**config.mk**
```make
export PLATFORM = sky130hd
export DESIGN_NAME = rf_wb_arbiter
export DESIGN_NICKNAME = d
export VERILOG_FILES = /design/src/rtl/rf_pkg.sv /design/src/rtl/rf_rr_arb2.sv /design/src/rtl/rf_wb_arbiter.sv
export SDC_FILE = /design/constraint.sdc
export NUM_CORES = 1
export LEC_CHECK = 0
export ABC_AREA = 0
export BUFFER_PORTS_ARGS = -buffer_cell sky130_fd_sc_hd__buf_2
export CAP_MARGIN = 15
export CORE_UTILIZATION = 54
export CTS_CLUSTER_DIAMETER = 200
export DETAILED_ROUTE_END_ITERATION = 8
export PLACE_DENSITY_LB_ADDON = 0.05
export SLEW_MARGIN = 20
export SYNTH_ARGS = -nofsm -noshare
export SYNTH_HDL_FRONTEND = slang
export SYNTH_SLANG_ARGS = --single-unit
```
**constraint.sdc**
```tcl
create_clock -name clk -period 6.07 [get_ports clk]
set_clock_uncertainty 0.1 [all_clocks]
set_input_delay 1.214 -clock clk [delete_from_list [all_inputs] [get_ports clk]]
set_output_delay 1.214 -clock clk [all_outputs]
set_load 0.02 [all_outputs]
```
**src/rtl/rf_pkg.sv**
```systemverilog
// ---------------------------------------------------------------------------
// rf_pkg
//   Shared types and sizes for the register-file writeback path.
//   DATA_W    writeback data width
//   ADDR_W    register index width (x0 is hardwired zero)
//   NUM_REGS  number of architectural registers / scoreboard entries
//   req_e     writeback requester identity (ALU or load unit)
//   wb_req_t  one writeback request: destination index plus data
// ---------------------------------------------------------------------------
package rf_pkg;

    localparam int DATA_W   = 64;
    localparam int ADDR_W   = 5;
    localparam int NUM_REGS = 32;

    typedef enum logic {
        REQ_ALU = 1'b0,
        REQ_MEM = 1'b1
    } req_e;

    typedef struct packed {
        logic [ADDR_W-1:0] rd;
        logic [DATA_W-1:0] data;
    } wb_req_t;

endpackage

```
**src/rtl/rf_rr_arb2.sv**
```systemverilog
// ---------------------------------------------------------------------------
// rf_rr_arb2
//   Two-input round-robin arbiter. The grant is combinational from the
//   request lines and the registered last_grant; last_grant moves only when
//   the consumer reports that a granted transfer actually happened.
//   clk      system clock, rising edge
//   reset    synchronous, active-high; last_grant returns to REQ_MEM so the
//            ALU wins the first tie
//   req      request lines, bit 0 = ALU, bit 1 = load unit
//   advance  a granted transfer took place this cycle
//   gnt      one-hot grant, or zero when nobody requests
// ---------------------------------------------------------------------------
module rf_rr_arb2
    import rf_pkg::*;
(
    input  logic       clk,
    input  logic       reset,
    input  logic [1:0] req,
    input  logic       advance,
    output logic [1:0] gnt
);

    req_e last_grant;

    // NOTE: every always_comb output gets a default first, so no path
    // through the block can leave it unassigned and infer a latch.
    always_comb begin
        gnt = 2'b00;
        case (req)
            2'b01:   gnt = 2'b01;
            2'b10:   gnt = 2'b10;
            // On a tie the requester that did not win last time goes first.
            2'b11:   gnt = (last_grant == REQ_MEM) ? 2'b01 : 2'b10;
            default: gnt = 2'b00;
        endcase
    end

    // NOTE: state registers use non-blocking assignments so every flop
    // samples values from before the edge, independent of block ordering.
    always_ff @(posedge clk) begin
        if (reset) begin
            last_grant <= REQ_MEM;
        end else if (advance && (gnt != 2'b00)) begin
            last_grant <= gnt[1] ? REQ_MEM : REQ_ALU;
        end
    end

endmodule

```
**src/rtl/rf_wb_arbiter.sv**
```systemverilog
// ---------------------------------------------------------------------------
// rf_wb_arbiter
//   Shares the single register-file write port between the ALU (req 0) and
//   the load unit (req 1), keeps a pending-write scoreboard for decode's RAW
//   hazard stall, and counts accepted writebacks per requester.
//   clk, reset              clock / synchronous active-high reset
//   alu_valid/rd/data       ALU writeback offer;  alu_ready accepts it
//   mem_valid/rd/data       load writeback offer; mem_ready accepts it
//   issue_valid, issue_rd   decode issues an instruction that writes issue_rd
//   rs1, rs2                sources of the instruction in decode
//   stall                   RAW hazard on rs1/rs2 (combinational)
//   writereg, rd, writedata registered reg_file write port (latency 1)
//   alu_grants, mem_grants  saturating counts of accepted writebacks
// ---------------------------------------------------------------------------
module rf_wb_arbiter
    import rf_pkg::*;
#(
    parameter int DATA_W = rf_pkg::DATA_W,
    parameter int ADDR_W = rf_pkg::ADDR_W,
    parameter int CNT_W  = 16
) (
    input  logic              clk,
    input  logic              reset,
    input  logic              alu_valid,
    output logic              alu_ready,
    input  logic [ADDR_W-1:0] alu_rd,
    input  logic [DATA_W-1:0] alu_data,
    input  logic              mem_valid,
    output logic              mem_ready,
    input  logic [ADDR_W-1:0] mem_rd,
    input  logic [DATA_W-1:0] mem_data,
    input  logic              issue_valid,
    input  logic [ADDR_W-1:0] issue_rd,
    input  logic [ADDR_W-1:0] rs1,
    input  logic [ADDR_W-1:0] rs2,
    output logic              stall,
    output logic              writereg,
    output logic [ADDR_W-1:0] rd,
    output logic [DATA_W-1:0] writedata,
    output logic [CNT_W-1:0]  alu_grants,
    output logic [CNT_W-1:0]  mem_grants
);

    // The request struct and scoreboard are sized from the package.
    if (DATA_W != rf_pkg::DATA_W || ADDR_W != rf_pkg::ADDR_W) begin : g_width_check
        $error("rf_wb_arbiter: DATA_W/ADDR_W must match rf_pkg");
    end

    logic [1:0]          req;
    logic [1:0]          gnt;
    logic                xfer;
    logic                wr_en;
    wb_req_t             alu_req;
    wb_req_t             mem_req;
    wb_req_t             win;
    logic [NUM_REGS-1:0] pending;
    logic [NUM_REGS-1:0] set_mask;
    logic [NUM_REGS-1:0] clr_mask;

    assign req = {mem_valid, alu_valid};

    rf_rr_arb2 u_arb (
        .clk     (clk),
        .reset   (reset),
        .req     (req),
        .advance (xfer),
        .gnt     (gnt)
    );

    // Ready depends only on the valids and the arbiter state, never on data.
    assign alu_ready = gnt[0];
    assign mem_ready = gnt[1];
    assign xfer      = |gnt;

    assign alu_req = '{rd: alu_rd, data: alu_data};
    assign mem_req = '{rd: mem_rd, data: mem_data};
    assign win     = gnt[1] ? mem_req : alu_req;

    // x0 writebacks are accepted and counted but never reach the port.
    assign wr_en = xfer && (win.rd != '0);

    always_comb begin
        set_mask = '0;
        clr_mask = '0;
        if (issue_valid && (issue_rd != '0)) begin
            set_mask[issue_rd] = 1'b1;
        end
        if (wr_en) begin
            clr_mask[win.rd] = 1'b1;
        end
    end

    // Clearing at the accept edge makes stall drop in the same cycle the
    // registered write reaches reg_file, whose read path is combinational.
    assign stall = ((rs1 != '0) && pending[rs1]) ||
                   ((rs2 != '0) && pending[rs2]);

    always_ff @(posedge clk) begin
        if (reset) begin
            writereg   <= 1'b0;
            rd         <= '0;
            writedata  <= '0;
            pending    <= '0;
            alu_grants <= '0;
            mem_grants <= '0;
        end else begin
            writereg <= wr_en;
            // rd/writedata hold when nothing is written.
            if (wr_en) begin
                rd        <= win.rd;
                writedata <= win.data;
            end
            // Set after clear: a same-cycle new producer keeps the bit pending.
            pending <= (pending & ~clr_mask) | set_mask;
            if (gnt[0] && (alu_grants != '1)) begin
                alu_grants <= alu_grants + CNT_W'(1);
            end
            if (gnt[1] && (mem_grants != '1)) begin
                mem_grants <= mem_grants + CNT_W'(1);
            end
        end
    end

endmodule

```
; Yosys cells after proc, flatten, opt, wreduce, memory -nomap -nowiden
; Cells that the tools add are included.
[totals]
ff_bits = 135
latchBits = 0
ram_bits = 0
romBits = 0
output_inout_bits = 105
elab_cells = 53
n_memories = 0
[classes]
n_addsub = 2
n_mul = 0
div_mod_pow = 0
magnitude_cmp = 6
n_eq_ne = 5
shifts = 0
n_mux = 14
n_bitwise = 3
n_reduce_logical = 16
[op_table]
columns = op, count
row1 = 69-bit two-way mux, 1
row2 = 32-bit two-way mux, 2
row3 = "16-bit by 1-bit adder with 16-bit output, second input constant", 2
row4 = 32-bit bitwise AND, 1
row5 = "16-bit != test, second input constant", 2
row6 = 32-bit inverter, 1
row7 = 32-bit OR, 1
row8 = "5-bit by 6-bit < comparator with 1-bit output, second input constant", 4
row9 = 5-bit nonzero test, 4
row10 = 1-bit binary-select mux with 5-bit select, 2
row11 = 1-bit demux with 5-bit select, 2
row12 = "5-bit by 1-bit >= comparator with 1-bit output, second input constant", 2
row13 = 1-bit logical AND, 9
row14 = 2-bit one-hot mux with 3 select lines, 1
row15 = 1-bit two-way mux, 5
row16 = "2-bit equality test, second input constant", 2
row17 = "2-bit by 1-bit equality test with 1-bit output, second input constant", 1
row18 = 2-bit two-way mux, 1
row19 = 2-bit nonzero test, 1
row20 = 2-bit OR reduction, 1
row21 = 1-bit logical OR, 1

; Logic depth before layout (Yosys ltp)
; Gate-level depths: netlist (run 1).
[logic_depth]
word_depth = 11
mapped_depth = 9
depth_no_buf = 6

; Modules after synthesis
; A second synthesis (run 1) with hierarchy kept.
[hier_totals]
hier_cells = 730
area_unflattened_um2 = 6532.5
[by_module_without_submodules]
columns = mod, n_inst, cells_each, area_each_um2, seq_area_each_um2
row1 = rf_wb_arbiter, 1, 723, 6471.2, 2682.6
row2 = rf_rr_arb2, 1, 7, 61.3, 20.0

; Least setup slack after synthesis (run 1)
; OpenSTA, ideal clock, no wires.
[synth_path]
path_type = input to output
startpoint = input port rs1[0]
endpoint = output port stall
arrival_ns = 2.799
t_required_ns = 4.756
setup_slack_ns = 1.957
cell_stages = 5
path_buffers = 1
path_cell_list = clkbuf_1 mux4_2 mux4_2 nand2_1 o211ai_1
[synth_between]
elab_chain_cells = 4
elab_cells_between_ends = 5
cone_classes = mux (2) / reduce/logical (3)
[synth_lines]
columns = item, line
row1 = from (decl), rf_wb_arbiter.sv:34  ; input logic [ADDR_W-1:0] rs1,
row2 = 1-bit binary-select mux with 5-bit select, rf_wb_arbiter.sv:95  ; assign stall = ((rs1 != '0) && pending[rs1]) ||
row3 = 1-bit two-way mux (not written as such), rf_wb_arbiter.sv:95
row4 = 1-bit logical AND (*), rf_wb_arbiter.sv:95
row5 = 1-bit logical OR (*), rf_wb_arbiter.sv:95
row6 = to (decl), rf_wb_arbiter.sv:36  ; output logic stall,
; Mark *: on every way between the ends. The rest lies on a longest branch, timed or not. The select of a mux whose other input is x is not followed.

; Worst setup path after layout (run 1)
; Same ends and word-level chain as after synthesis.

==> results of run 1 <==
[flip-flops by register name, summed over array words and instances (netlist names)]
signal	flops
writedata	64
pending	31
alu_grants	16
mem_grants	16
rd	5
u_arb.last_grant	1
writereg	1
[cells in the mapped netlist (2+ instances only)]
library cell and n:
a2111oi_0 4, a211oi_1 8, a21oi_1 40, a311oi_1 3, a311oi_2 65, a31oi_1 4, and2_1 2, and3_1 7
and4_1 3, buf_1 5, buf_2 2, buf_6 15, clkbuf_1 36, dfxtp_1 134, ha_1 2, inv_1 10
mux2_2 5, mux2_4 2, mux2i_1 9, mux4_2 14, nand2_1 182, nand2b_1 6, nand3_1 24, nand4_1 6
nor2_1 111, nor2b_1 3, nor3_1 10, nor3b_1 7, nor4_1 3, o21ai_0 35, or3_1 2, xnor2_1 25
xor2_1 3
[through the flow]
stage | hold slack [ps] | instances | total power [mW] | util [%] | cell area, um^2
floorplan | 351.9 | 803 | 1.245 | - | 7004
global placement | 356.3 | 1182 | 1.373 | 65.34 | 8245
detailed placement | 362.3 | 1182 | 1.378 | 65.34 | 8245
CTS | 371.8 | 1211 | 2.288 | 69.44 | 8763
global route | 412.4 | 1211 | 2.371 | 69.44 | 8763
finish | 371.8 | 1211 | 2.270 | 69.44 | 8763
[worst min-delay path, stage by stage (launching register included)]
cell and delay (ps):
dfxtp_1 310, nand2b_1 60, a21oi_1 60
[final cells by class]
class	count	share of cell area (%)
sequential	134	30.61
clock inverter	4	0.2570
clock buffer	25	5.654
inverter	10	0.4283
tap	172	2.456
timing repair buffer	266	15.52
multi-input combinational	600	45.07
[cells by family (layout without fill, tap and decap cells)]
logic type / after synthesis / after routing / synth area share (%)
compound gates: 171 / 171 / 23.06
xor+xnor: 28 / 28 / 3.501
fa+ha+maj: 2 / 2 / 0.3572
buf+inv: 69 / 305 / 5.395
flops: 134 / 134 / 38.30
mux: 31 / 31 / 7.342
simple gates: 368 / 368 / 22.04
[worst max path at each step]
stage | endpoint | start | cells after the start | slack [ps]
floorplan | stall | rs1[0] | 5 | 1960
global placement | stall | rs1[0] | 6 | 2030
detailed placement | stall | rs1[0] | 6 | 2020
CTS | stall | rs1[0] | 6 | 2020
global route | stall | rs1[0] | 6 | 1930
finish | stall | rs1[0] | 6 | 2030
[report_power, final]
part           total, mW  internal, mW  switching (mW)  leakage, nW
clock network      0.910         0.556           0.354        0.255
registers          0.955         0.929          0.0263         1.10
logic              0.405         0.154           0.251         2.38
total               2.27          1.64           0.631         3.74
[layer usage]
metal / share of wire (%) / wire [um] / global-route usage (%)
met1: 42 / 8346 / 37.67
met2: 45 / 8892 / 47.38
met3: 9.3 / 1848 / 8.944
met4: 3.8 / 758 / 15.13
met5: 0 / 0 / 0
==> impl_metrics.ini, run 1 <==
[run_status]
status = finished, final reports clean

[setup_path]
worstPathRequired_ps = 4760
critPathLaunchType = input port
rr_worst_depth = 6
crit_arrival_ps = 2730
slowest_stage = mux4_2
r2r-end = writedata[3]$_SDFFE_PP0P_
path_buf_inv = 2
reg2reg_from = u_arb.last_grant$_SDFFE_PP1P_
cp_cell_sequence = buf_2 -> mux4_2 -> mux4_2 -> nand2_1 -> o211ai_1 -> buf_2
rrSetupSlack_ps = 3410
cp_max_fo = 7
critPathKind = in2out
cpLargestDelayFamily = multiplexers
cp-end-kind = output pin
max_stage_delay_ps = 510

[finish]
fill_cells = 1145
final_nets = 1189
final_cell_mix = 261 x buf_2, 182 x nand2_1, 134 x dfxtp_1
mostFrequentLayoutCell = buf_2
multiInputGateArea_mm2 = 0.003950
syn2layout_area_growth_pct = 25.12
seqCellArea_mm2 = 0.002683
drive_gt1_share_pct = 36.86
n_antenna_cell = 0

[clock_tree]
cts.clk_slew.worst_paths_ps = 50
root_buffer = clkbuf_16
post_cts_buffers = 0
cts_sinks = 134
cts_resized = 0
clk_path_buf_depth = 2
cts_tree = done
worstSkewPairLatency_ps = 410
htree_levels = 4
cts_made_buffers = 17
ctsHoldBuffers = 0

[sta]
max_freq_mhz = 247.5
fin_crit_sh_pct = 66.56
slew-limit-headroom_pct = 33.02
finalWorstSetupSlack_ps = 2030
finalSetupViolations = 0
worst_pin_slew_ps = 995.5
slew_viol_final = 0
rsz0062_at_grt = no
finalSetupTns_ps = 0
hold_viol_final = 0
fin_crit_ps = 4040

[logic_synthesis]
synth_edf_count = 0
ys_seq_area_share_pct = 38.30
synthCells = 803
ys_seq_elements = 134
yosys-top-cells-area = dfxtp_1 38%, a311oi_2 14%, nand2_1 9.8%, nor2_1 5.9%, mux4_2 4.5%
syn_nets = 963
post_synth.cell_area_avg_um2 = 8.723
yosysUniqueCellTypes = 49
synth_area_leader_cell = dfxtp_1
yosys.area.top_type_share_pct = 38.30
synth-main-ff-cell = dfxtp_1
async_flop_share_pct = 0
yosys_warnings = 0
syn-cell-area_mm2 = 0.007004

[power_and_ir_drop]
power.density_mw_per_mm2 = 259.1
ir_worst_vdd_mv = 0.1490
p_leak_nw = 3.738

[die]
chipHeight_um = 115.9
rows = 41
fp.coreArea_mm2 = 0.01262
die_area_mm2 = 0.01343
io_pins = 263
start_util_pct = 55.50
die-width_um = 115.9

[routing]
wl_mm = 19.85
ant_nets = 0
viasPerCell = 5.551
drt_first_pass_iters = 5
remaining_drc_errors = 0
wire_per_inst_um = 16.39
drtIter0Drc = 436
via_count = 6722

[place]
pre_cts_ws_ps = 2022
globalplace.congestion = 0.8867
port_buffers = 262
dp_hpwl_mm = 13.91

[global_routing]
grt_pass1_vias = 6329
grt_overflow_total = 0
grtUsageTotal_pct = 30.16
antenna_found_initial = 0
grt_max_degree = 133
grt_pass1_wl_mm = 31.39

[hold_path]
holdCritPathClass = reg2reg
hold-path-endpoint = rd[2]$_SDFFE_PP0P_
worstHoldStart = rd[2]$_SDFFE_PP0P_
hold-path-cell-count = 2

[run]
drv_cap = 0
Note: power is estimated with default switching activity, not from simulation.
==> run 2: changes to the inputs <==
--- a/config.mk
+++ b/config.mk
@@ -8,7 +8,7 @@
 export ABC_AREA = 0
 export BUFFER_PORTS_ARGS = -buffer_cell sky130_fd_sc_hd__buf_2
 export CAP_MARGIN = 15
-export CORE_UTILIZATION = 54
+export CORE_UTILIZATION = 50
 export CTS_CLUSTER_DIAMETER = 200
 export DETAILED_ROUTE_END_ITERATION = 8
 export PLACE_DENSITY_LB_ADDON = 0.05
==> constraint.sdc (replaced) <==
create_clock -name clk -period 4 [get_ports clk]
set_clock_uncertainty 0.1 [all_clocks]
set_input_delay 0.8 -clock clk [delete_from_list [all_inputs] [get_ports clk]]
set_output_delay 0.8 -clock clk [all_outputs]
set_load 0.02 [all_outputs]
==> impl_metrics.ini, run 2 (same netlist as run 1, synthesis figures left out) <==
[sta]
max_freq_mhz = 308.9
slew-limit-headroom_pct = 31.74
worst_pin_slew_ps = 1015
rsz0062_at_grt = no
finalSetupTns_ps = 0
slew_viol_final = 0
fin_crit_sh_pct = 80.94
fin_crit_ps = 3238
hold_viol_final = 0
finalSetupViolations = 0

[die]
rows = 42
fp.coreArea_mm2 = 0.01345
die-width_um = 120.4
io_pins = 263
die_area_mm2 = 0.01449
start_util_pct = 52.06
chipHeight_um = 120.4

[run]
drv_cap = 0

[place]
placed_cell_area_mm2 = 0.008308
port_buffers = 262
globalplace.congestion = 0.8686
dp_hpwl_mm = 14.18

[clock_tree]
cts_resized = 0
cts_sinks = 134
post_cts_buffers = 0
clk_path_buf_depth = 2
ctsHoldBuffers = 0
root_buffer = clkbuf_16
worstSkewPairLatency_ps = 420
htree_levels = 4
cts.clk_slew.worst_paths_ps = 50
cts_tree = done
cts_made_buffers = 17

[hold_path]
holdCritPathClass = reg2reg
hold-path-cell-count = 2

[finish]
largestRegisters = writedata (64), pending (31)
largest_reg_flops = 64
syn2layout_area_growth_pct = 26.78
final_core_util_pct = 66.01
mostFrequentLayoutCell = buf_2
multiInputGateArea_mm2 = 0.003950
stdcell_area_mm2 = 0.008880
regMostFlops = writedata
final_nets = 1195
fill_cells = 1208
seqCellArea_mm2 = 0.002683
final_cell_mix = 261 x buf_2, 182 x nand2_1, 134 x dfxtp_1
drive_gt1_share_pct = 37.48

[setup_path]
critPathLaunchType = input port
cp_max_fo = 7
worstPathRequired_ps = 3100
critPathKind = in2out
crit_arrival_ps = 2340
cp-end-kind = output pin
rr_worst_depth = 7

[global_routing]
grt_pass1_wl_mm = 32.09
antenna_found_initial = 3
grtUsageTotal_pct = 28.25
grt_pass1_vias = 6264
grt_max_degree = 94
grt_overflow_total = 0

[routing]
ant_nets = 0
drt_first_pass_iters = 6
wire_per_inst_um = 16.49
drtIter0Drc = 500
viasPerCell = 5.531
via_count = 6775
remaining_drc_errors = 0
wl_mm = 20.20

[power_and_ir_drop]
p_leak_nw = 3.791
ir_worst_vdd_mv = 0.2773
power.density_mw_per_mm2 = 404.3

[run_status]
status = finished, final reports clean
-- run 2: changes by cell type in the layout (fill, tap and decap cells not counted) --
| cell | change |
|---|---|
| clkinv_2 | +1 |
| diode_2 | +3 |
| buf_4 | +5 |
| clkinvlp_4 | +1 |
| buf_12 | +1 |
| clkinv_4 | +1 |
| clkbuf_8 | -2 |
| bufinv_16 | +2 |
| clkbuf_1 | -2 |
-- run 2: critical path: stages --
cell and delay (ps):
buf_2 210, mux4_2 530, mux4_2 460, nand2_1 80, o211ai_1 90, buf_2 170
-- run 2: cell type report --
| type | instances | share of cell area [%] |
|---|---|---|
| Multi-Input combinational cell | 600 | 44.48 |
| Antenna cell | 3 | 0.08454 |
| Tap cell | 176 | 2.480 |
| Timing Repair Buffer | 272 | 15.96 |
| Clock inverter | 9 | 1.170 |
| Clock buffer | 21 | 5.185 |
| Sequential cell | 134 | 30.21 |
| Inverter | 10 | 0.4227 |
-- run 2: worst paths after layout --
check	start	end	slack, ps
min	rd[2]$_SDFFE_PP0P_	rd[2]$_SDFFE_PP0P_	390
max reg2reg	u_arb.last_grant$_SDFFE_PP1P_	mem_grants[15]$_SDFFE_PP0P_	1530
min reg2reg	rd[2]$_SDFFE_PP0P_	rd[2]$_SDFFE_PP0P_	390
max	rs1[0]	stall	760
-- run 2: metal layers --
layer | vias to the layer above | track usage, % | routed length [um]
met5 | - | 0 | 0
met4 | 0 | 12.11 | 484
met2 | 271 | 44.76 | 9244
li1 | 3312 | - | -
met1 | 3152 | 36.07 | 8830
met3 | 40 | 7.689 | 1640
-- run 2: where the power goes --
group	internal, mW	total, mW	switching, mW
Clock	0.938	1.51	0.576
Sequential	1.41	1.45	0.0415
Combinational	0.240	0.625	0.384
Total	2.59	3.59	1.00
-- run 2: metrics by stage --
step           total power [mW]  hold WS [ps]  std cells  setup WS (ps)
5_1_grt                   3.720         415.5       1223          662.5
6_report                  3.590         390.9       1225          762.3
2_1_floorplan             1.889         351.9        803          714.9
3_3_place_gp              2.097         359.1       1192          778.8
3_5_place_dp              2.103         383.8       1192          758.2
4_1_cts                   3.608         391.7       1222          759.2
==> run 3: changes to the inputs <==
--- a/config.mk
+++ b/config.mk
@@ -8,7 +8,7 @@
 export ABC_AREA = 0
 export BUFFER_PORTS_ARGS = -buffer_cell sky130_fd_sc_hd__buf_2
 export CAP_MARGIN = 15
-export CORE_UTILIZATION = 50
+export CORE_UTILIZATION = 45
 export CTS_CLUSTER_DIAMETER = 200
 export DETAILED_ROUTE_END_ITERATION = 8
 export PLACE_DENSITY_LB_ADDON = 0.05
==> constraint.sdc (replaced) <==
create_clock -name clk -period 2.72 [get_ports clk]
set_clock_uncertainty 0.1 [all_clocks]
set_input_delay 0.544 -clock clk [delete_from_list [all_inputs] [get_ports clk]]
set_output_delay 0.544 -clock clk [all_outputs]
set_load 0.02 [all_outputs]
==> impl_metrics.ini, run 3 (same netlist as run 1, synthesis figures left out) <==
[run_status]
status = finished, final reports clean

[sta]
finalSetupTns_ps = 0
fin_crit_sh_pct = 98.52
hold_viol_final = 0
finalWorstSetupSlack_ps = 40.26
finalSetupViolations = 0
worst_pin_slew_ps = 1004
fin_crit_ps = 2680
rsz0062_at_grt = yes
slew_viol_final = 0
max_freq_mhz = 373.2
slew-limit-headroom_pct = 32.36

[setup_path]
max_stage_delay_ps = 480
cp_cell_sequence = mux4_2 -> mux4_2 -> nand2_1 -> o211ai_1 -> buf_4
path_buf_inv = 1
crit_arrival_ps = 2040
critPathLaunchType = flop
cp_max_fo = 3
rrSetupSlack_ps = 540
critPathKind = reg2out
path_common_cell = mux4_2
cpLargestDelayFamily = multiplexers
cp-end-kind = output pin
slowest_stage = mux4_2
worstPathRequired_ps = 2080

[power_and_ir_drop]
ir_worst_vdd_mv = 0.4108
p_switching_mw = 1.439
power.total_mw = 5.120
power.density_mw_per_mm2 = 568.6
pwr-share-seq_pct = 41.6
internal_power_mw = 3.681
swShare_pct = 28.11
comb_power_share_pct = 18.4
p_clk_share_pct = 40.0
p_leak_nw = 3.859

[finish]
largestRegisters = writedata (64), pending (31)
fill_cells = 1439
mostFrequentLayoutCell = buf_2
final_nets = 1208
stdcell_count = 1252
regMostFlops = writedata
drive_gt1_share_pct = 37.98
largest_reg_flops = 64
final_cell_mix = 259 x buf_2, 182 x nand2_1, 132 x dfxtp_1
syn2layout_area_growth_pct = 28.56
final_core_util_pct = 59.23

[die]
die_area_mm2 = 0.01607
io_pins = 263
chipHeight_um = 126.8
rows = 45
start_util_pct = 46.07
die-width_um = 126.8
fp.coreArea_mm2 = 0.01520

[clock_tree]
cts_sinks = 134
worstSkewPairLatency_ps = 420
root_buffer = clkbuf_16
cts_made_buffers = 17
htree_levels = 4
clk_path_buf_depth = 2
ctsHoldBuffers = 0
cts.clk_slew.worst_paths_ps = 60
cts_tree = done

[place]
port_buffers = 262
dp_hpwl_mm = 14.79
pre_cts_ws_ps = 17.80
dp_cells = 1216
globalplace.congestion = 0.8084

[global_routing]
grtUsageTotal_pct = 25.69
grt_pass1_wl_mm = 32.62
grt_max_degree = 67
grt_overflow_total = 0
grt_pass1_vias = 6293
antenna_found_initial = 3

[routing]
viasPerCell = 5.328
drt_first_pass_iters = 4
remaining_drc_errors = 0
wl_mm = 20.30
drtIter0Drc = 321
ant_nets = 0
via_count = 6671
wire_per_inst_um = 16.22

[hold_path]
holdCritPathClass = in2reg

[run]
drv_cap = 0
## run 3: changes by cell type in the layout (fill, tap and decap cells not counted), sizes merged
cell / before / now
buf: 272 / 284
bufinv: 2 / 0
clkbuf: 21 / 29
clkinv: 5 / 4
clkinvlp: 2 / 0
## run 3: cell type report
cell class	count	area [um^2]	area share, %
diodes	3	7.507	0.08337
clock buffers	28	496.7	5.516
clock inverters	4	20.02	0.2223
inverters	10	37.54	0.4168
multi-input cells	600	3950	43.87
flip-flops and latches	134	2688	29.85
well taps	188	235.2	2.612
repair buffers	285	1570	17.44
## run 3: worst paths after layout
kind,from,end,cells past startpoint
worst max-delay path,pending[29]$_SDFF_PP0_,stall,5
worst min-delay path,mem_data[60],writedata[60]$_SDFFE_PP0P_,3
worst max register to register,u_arb.last_grant$_SDFFE_PP1P_,pending[21]$_SDFF_PP0_,6
worst min register to register,rd[2]$_SDFFE_PP0P_,rd[2]$_SDFFE_PP0P_,2
## run 3: worst register-to-register path: cells and delay by family (launching register included)
kind,cells,cell delay [ps]
buf+inv,1,150
flops,1,330
compound gates,4,1470
simple gates,1,60
## run 3: layer usage
| metal | share of wire [%] | vias to the layer above | global-route usage (%) |
|---|---|---|---|
| met5 | 0 | - | 0 |
| met1 | 46 | 3088 | 33.89 |
| met2 | 46 | 223 | 41.21 |
| met4 | 1.4 | 0 | 8.754 |
| li1 | - | 3339 | - |
| met3 | 6.7 | 21 | 6.200 |
## run 3: metrics by stage
stage	hold slack [ps]	instance area, um^2
finish	306.2	9005
global route	306.0	9002
CTS	293.9	8980
detailed placement	384.2	8463
global placement	355.7	8463
floorplan	351.9	7005
## run 3: power groups by stage
| stage | Sequential (mW) | Combinational [mW] | Clock, mW |
|---|---|---|---|
| 2_1_floorplan | 2.29 | 0.485 | 0 |
| 3_3_place_gp | 2.17 | 0.942 | 0 |
| 3_5_place_dp | 2.17 | 0.946 | 0 |
| 4_1_cts | 2.13 | 0.947 | 2.09 |
| 5_1_grt | 2.14 | 1.02 | 2.17 |
| 6_report | 2.13 | 0.943 | 2.05 |
## run 3: repair_timing
action,4_1_cts,5_1_grt
setup buffers,0,1
setup endpoints to repair,0,1
gates resized for setup,0,5
